--- src/rtl/serial_addsub_ctrl_if.sv ---
// Request/response bundle for the bit-serial add/subtract sequencer.
// The master issues operands; the slave reports busy/done and the result.
interface serial_addsub_ctrl_if #(
    parameter int N = 8
);
    logic         start;
    logic         op_a_ns;
    logic [N-1:0] op_a;
    logic [N-1:0] op_b;
    logic         busy;
    logic         done;
    logic [N-1:0] result;
    logic         cout_final;

    modport master (
        output start, op_a_ns, op_a, op_b,
        input  busy, done, result, cout_final
    );

    modport slave (
        input  start, op_a_ns, op_a, op_b,
        output busy, done, result, cout_final
    );
endinterface

--- src/rtl/serial_addsub_ctrl.sv ---
// Bit-serial add/subtract sequencer driving one external full adder/subtractor
// cell LSB first, holding each bit on the cell for SETTLE cycles.
module serial_addsub_ctrl #(
    parameter int N      = 8,
    parameter int SETTLE = 4
) (
    input  logic                 clk,
    input  logic                 rst,
    serial_addsub_ctrl_if.slave  bus,
    output logic                 fa_a,
    output logic                 fa_b,
    output logic                 fa_cin,
    output logic                 fa_a_ns,
    input  logic                 fa_s,
    input  logic                 fa_cout
);
    localparam int IW = (N > 1) ? $clog2(N) : 1;
    localparam int CW = (SETTLE > 1) ? $clog2(SETTLE) : 1;

    typedef enum logic [1:0] {
        S_IDLE,
        S_RUN,
        S_DONE
    } state_t;

    state_t         r_state;
    state_t         w_next;
    logic [N-1:0]   r_a;
    logic [N-1:0]   r_b;
    logic [N-1:0]   r_result;
    logic [IW-1:0]  r_idx;
    logic [CW-1:0]  r_cnt;
    logic           r_cout_final;
    logic           r_busy;
    logic           r_done;
    logic           r_fa_a;
    logic           r_fa_b;
    logic           r_fa_cin;
    logic           r_fa_ns;

    logic           w_accept;
    logic           w_bit_end;
    logic           w_last;
    logic [N-1:0]   w_a_sh;
    logic [N-1:0]   w_b_sh;

    assign w_accept  = (r_state == S_IDLE) && bus.start;
    assign w_bit_end = (r_state == S_RUN) && (r_cnt == CW'(SETTLE - 1));
    assign w_last    = (r_idx == IW'(N - 1));
    assign w_a_sh    = r_a >> 1;
    assign w_b_sh    = r_b >> 1;

    always_ff @(posedge clk) begin
        if (rst) r_state <= S_IDLE;
        else     r_state <= w_next;
    end

    always_comb begin
        w_next = r_state;
        unique case (r_state)
            S_IDLE:  if (bus.start) w_next = S_RUN;
            S_RUN:   if (w_bit_end && w_last) w_next = S_DONE;
            S_DONE:  w_next = S_IDLE;
            default: w_next = S_IDLE;
        endcase
    end

    // r_fa_cin doubles as the carry/borrow flop between bits
    always_ff @(posedge clk) begin
        if (rst) begin
            r_a          <= '0;
            r_b          <= '0;
            r_result     <= '0;
            r_idx        <= '0;
            r_cnt        <= '0;
            r_cout_final <= 1'b0;
            r_busy       <= 1'b0;
            r_done       <= 1'b0;
            r_fa_a       <= 1'b0;
            r_fa_b       <= 1'b0;
            r_fa_cin     <= 1'b0;
            r_fa_ns      <= 1'b0;
        end else begin
            r_done <= 1'b0;
            if (w_accept) begin
                r_a          <= bus.op_a;
                r_b          <= bus.op_b;
                r_result     <= '0;
                r_cout_final <= 1'b0;
                r_idx        <= '0;
                r_cnt        <= '0;
                r_busy       <= 1'b1;
                r_fa_a       <= bus.op_a[0];
                r_fa_b       <= bus.op_b[0];
                r_fa_cin     <= 1'b0;
                r_fa_ns      <= bus.op_a_ns;
            end else if (r_state == S_RUN) begin
                if (!w_bit_end) begin
                    r_cnt <= r_cnt + CW'(1);
                end else begin
                    r_result[r_idx] <= fa_s;
                    r_cnt           <= '0;
                    if (w_last) begin
                        r_busy       <= 1'b0;
                        r_done       <= 1'b1;
                        r_cout_final <= fa_cout;
                        r_fa_a       <= 1'b0;
                        r_fa_b       <= 1'b0;
                        r_fa_cin     <= 1'b0;
                        r_fa_ns      <= 1'b0;
                    end else begin
                        r_idx    <= r_idx + IW'(1);
                        r_a      <= w_a_sh;
                        r_b      <= w_b_sh;
                        r_fa_a   <= w_a_sh[0];
                        r_fa_b   <= w_b_sh[0];
                        r_fa_cin <= fa_cout;
                    end
                end
            end
        end
    end

    assign bus.busy       = r_busy;
    assign bus.done       = r_done;
    assign bus.result     = r_result;
    assign bus.cout_final = r_cout_final;
    assign fa_a           = r_fa_a;
    assign fa_b           = r_fa_b;
    assign fa_cin         = r_fa_cin;
    assign fa_a_ns        = r_fa_ns;
endmodule

--- src/flat_wrapper.sv ---
// flat-port wrapper written by rule: the top's interface ports become plain ports
module serial_addsub_ctrl_flat 
#(
    parameter int N      = 8,
    parameter int SETTLE = 4
)
  (clk, rst, fa_a, fa_b, fa_cin, fa_a_ns, fa_s, fa_cout, bus_start, bus_op_a_ns, bus_op_a, bus_op_b, bus_busy, bus_done, bus_result, bus_cout_final);
  serial_addsub_ctrl_if #(.N(N)) bus_i ();
  input  logic clk;
  input  logic rst;
  output logic fa_a;
  output logic fa_b;
  output logic fa_cin;
  output logic fa_a_ns;
  input  logic fa_s;
  input  logic fa_cout;
  input wire logic [$bits(bus_i.start)-1:0] bus_start;
  input wire logic [$bits(bus_i.op_a_ns)-1:0] bus_op_a_ns;
  input wire logic [$bits(bus_i.op_a)-1:0] bus_op_a;
  input wire logic [$bits(bus_i.op_b)-1:0] bus_op_b;
  output wire logic [$bits(bus_i.busy)-1:0] bus_busy;
  output wire logic [$bits(bus_i.done)-1:0] bus_done;
  output wire logic [$bits(bus_i.result)-1:0] bus_result;
  output wire logic [$bits(bus_i.cout_final)-1:0] bus_cout_final;
  assign bus_i.start = bus_start;
  assign bus_i.op_a_ns = bus_op_a_ns;
  assign bus_i.op_a = bus_op_a;
  assign bus_i.op_b = bus_op_b;
  assign bus_busy = bus_i.busy;
  assign bus_done = bus_i.done;
  assign bus_result = bus_i.result;
  assign bus_cout_final = bus_i.cout_final;
  serial_addsub_ctrl #(.N(N), .SETTLE(SETTLE)) u_core (.clk(clk), .rst(rst), .bus(bus_i), .fa_a(fa_a), .fa_b(fa_b), .fa_cin(fa_cin), .fa_a_ns(fa_a_ns), .fa_s(fa_s), .fa_cout(fa_cout));
endmodule
--- config.mk ---
export PLATFORM = sky130hd
export DESIGN_NAME = serial_addsub_ctrl_flat
export DESIGN_NICKNAME = d
export VERILOG_FILES = /design/src/rtl/serial_addsub_ctrl_if.sv /design/src/rtl/serial_addsub_ctrl.sv /design/src/flat_wrapper.sv
export SDC_FILE = /design/constraint.sdc
export NUM_CORES = 1
export LEC_CHECK = 0
export ABC_AREA = 1
export BUFFER_PORTS_ARGS = -buffer_cell sky130_fd_sc_hd__buf_2
export CAP_MARGIN = 25
export CORE_UTILIZATION = 40
export DETAILED_ROUTE_END_ITERATION = 16
export GPL_ROUTABILITY_DRIVEN = 0
export PLACE_DENSITY = 0.7
export SLEW_MARGIN = 20
export SYNTH_ARGS = -nofsm -noshare
export SYNTH_HDL_FRONTEND = slang
export SYNTH_SLANG_ARGS = --single-unit
--- constraint.sdc ---
create_clock -name clk -period 2 [get_ports clk]
set_clock_uncertainty 0.05 [all_clocks]
set_input_delay 0.1 -clock clk [delete_from_list [all_inputs] [get_ports clk]]
set_output_delay 0.1 -clock clk [all_outputs]
set_load 0.03 [all_outputs]
==> metrics.md <==
| Metric | Value |
|---|---|
| Pre-Repair DR Iteration Count | 4 |
| Worst reg2reg endpoint | u_core.r_b[5] |
| Share of layout cells above drive strength 1 | 0.195 |
| Ports | 37 |
| Core area | 4090 µm² |
| Synth cell types | 21 |
| Max-slew violations | 0 |
| Tmin final | 1660 ps |
| Leak Pwr | 0.958 nW |
| Mapped Area | 1730 µm² |
| H-tree depth | 2 |
| Slew of the pin with the lowest slew margin | 323 ps |
| CP delay by family, top | adder cells |
| Min-Delay Path Class | input port to flop |
| Area growth, synth to finish | 17.5% |
| Worst r2r src | u_core.r_idx[0] |
| Crit-path cells | ha_1 -> ha_1 -> inv_1 -> nand3_4 -> nand2_4 -> nand2_1 -> a21oi_1 |
| Syn Nets | 274 |
| Detailed Route WL | 3450 µm |
| Peak supply drop | between 0.0003 and 0.0004 V |
| Hold Crit Depth | 3 |
| Die width | 67.8 µm |
| Area of the die | about 4600 µm² |
| DP Wirelength | 2440 µm |
| PostCTS Resize Cnt | 0 |
| Nets | 312 |
| Num CTS Buffers | 5 |
| Hold WS | 29.4 ps |
| Worst setup SP type | flop |
| Port bufs | 36 |
| RSZ-0062 raised after global routing | no |
| Cells after synthesis | ~250 |
| Setup_tns | 0 ps |
| Worst hold endpoint | u_core.bus.result[3] |
| Fmax | 603 MHz |
| Number of nets with antenna violations after routing | 0 |
| Required time of the critical path | 2170 ps |
| Largest net degree at the start of global routing | 30 |
| Critical Path Max Stage Delay | 380 ps |
| Dpl cells | 326 |
| Worst r2r path cells | 7 |
| Slew headroom | 0.784 |
| Final period utilization | 0.829 |
| Most used cell, CP | ha_1 |
| Starting density of the core | 0.424 |
| Flops & latches, synth | 36 |
| First-pass GRT wire length | 5820 µm |
| CTS Sinks | 36 |
| Seq/Total Area, Yosys | 0.416 |
| Status | completed |
| Reg clk slew, reported paths | ~70 ps |
| Critical path class | flop to flop |
| Root buffer cell | clkbuf_8 |
| Antenna cells | 0 |
| Endpoint class of the critical path | flop |
| Cell Count, Final, Fillers Out | 337 |
| CP arrival | 1830 ps |
| Vias in the first global route | 1401 |
| Synthesized area per cell | 6.99 µm² |
| GRT Overall Usage | 0.171 |
| Post-CTS setup buffers | 0 |
| Via density | 4.74 |
| DRC | 0 |
| Hold path startpoint | fa_s |
| Crit Path Max Fanout | 15 |
| # setup viols final | 0 |
| Reg2Reg Setup Slack | between 300 and 400 ps |
| Cell Rows | 23 |
| MaxCap Viol Count | 0 |
| PD cells | 727 nW/µm² |
| Initial DRC count | 119 |
| Crit path buf inv count | 1 |
| Vias | 1596 |
| Yosys warning total | 0 |
| # fillers | roughly 430 |
| Clk_lat worst skew | 290 ps |
| Initial antenna violation count | 0 |
| Footprint of the multi-input gates | 887 µm² |
| Crit-path slowest cell | dfxtp_1 |
| TritonCTS clock tree | done |
| Final Hold Fails | 0 |
| Clk buf depth | 2 |
| Die Ht | 67.8 µm |
| DR WL/cell | 10.2 µm |
| Seq. cell area | 721 µm² |
| Global route overflow | 0 |
[worst reg2reg max path: stages (launching register included)]
cell	delay, ps
dfxtp_1	380
ha_1	250
ha_1	210
inv_1	130
nand3_4	210
nand2_4	180
nand2_1	60
a21oi_1	120
[final cells by class]
class / count / area share
Timing Repair Buffer: 41 / 0.110
Multi-Input combinational cell: 188 / 0.435
Inverter: 14 / 0.0258
Clock buffer: 8 / 0.0442
Tap cell: 50 / 0.0307
Sequential cell: 36 / 0.354
[cell usage after synthesis (all sizes together)]
master / number / area, µm²
nand2: 83 / 327
nor2: 40 / 168
dfxtp: 36 / 721
nand3: 33 / 183
a21oi: 16 / 80.1
inv: 14 / 52.6
buf: 7 / 62.6
nor3: 7 / 50.1
ha: 4 / 50.1
clkbuf: 3 / 11.3
o21ai: 3 / 15.0
nand3b: 2 / 15.0
[what timing repair did]
item | 4_1_cts | 5_1_grt
setup endpoints to repair | 0 | 0
hold buffers | 3 | 0
hold endpoints to repair | 3 | 0
[cells by family (layout without fill, tap and decap cells)]
group           count (synthesis)  after routing  share of synthesized area
simple gates                  165            165                      0.428
flops                          36             36                      0.416
buf+inv                        24             63                     0.0729
compound gates                 19             19                     0.0548
fa+ha+maj                       4              4                     0.0289
[per-layer routing]
metal	GRT usage	routed length, µm	vias to the layer above
met3	0.0450	196	8
met4	0.0781	67	0
met5	0	0	-
li1	-	-	863
met2	0.271	1480	44
met1	0.217	1700	681
[registers in the layout (all words and copies together) (netlist names)]
signal                 count
u_core.fa_a                1
u_core.bus.done            1
u_core.fa_cin              1
u_core.bus.result          8
u_core.r_idx               3
u_core.fa_b                1
u_core.bus.busy            1
u_core.bus.cout_final      1
u_core.r_a                 7
u_core.r_cnt               2
u_core.r_b                 7
u_core.r_state             2
u_core.fa_a_ns             1
[power by group]
group | leakage [nW] | switching, mW | internal (mW)
combinational | 0.620 | 0.121 | 0.0730
clock | 0.0455 | 0.247 | 0.281
sequential | 0.293 | 0.0157 | 0.744
[layout by cell type (no fill, tap or decap)]
cell type and instances:
a21oi_1 16, buf_2 36, buf_4 2, clkbuf_1 2, clkbuf_8 6, dfxtp_1 36, dlygate4sd3_1 3, ha_1 4
inv_1 12, inv_2 2, nand2_1 81, nand2_4 2, nand3_1 31, nand3_2 1, nand3_4 1, nand3b_1 2
nor2_1 37, nor2_2 1, nor2_4 2, nor3_1 4, nor3_2 3, o21ai_0 3
[how the worst max path moves through the flow]
stage                            to  cells after the start            start  slack [ps]
floorplan             u_core.r_a[2]                      7  u_core.r_idx[0]         520
detailed placement    u_core.r_b[4]                      7  u_core.r_idx[0]         340
finish                u_core.r_b[5]                      7  u_core.r_idx[0]         340
global placement      u_core.r_b[4]                      7  u_core.r_idx[0]         360
CTS                   u_core.r_b[4]                      7  u_core.r_idx[0]         310
global route        u_core.r_idx[2]                      5  u_core.r_cnt[0]         180
[per-stage QoR]
step	total power [mW]	setup slack, ps	util	area [µm²]
after floorplan	0.922	519	-	1730
after global placement	0.966	363	0.469	1920
after detailed placement	0.966	338	0.469	1920
after CTS	1.50	307	0.499	2040
after global routing	1.55	181	0.499	2040
final	1.48	341	0.499	2040
(Power assumes the default switching activity.)
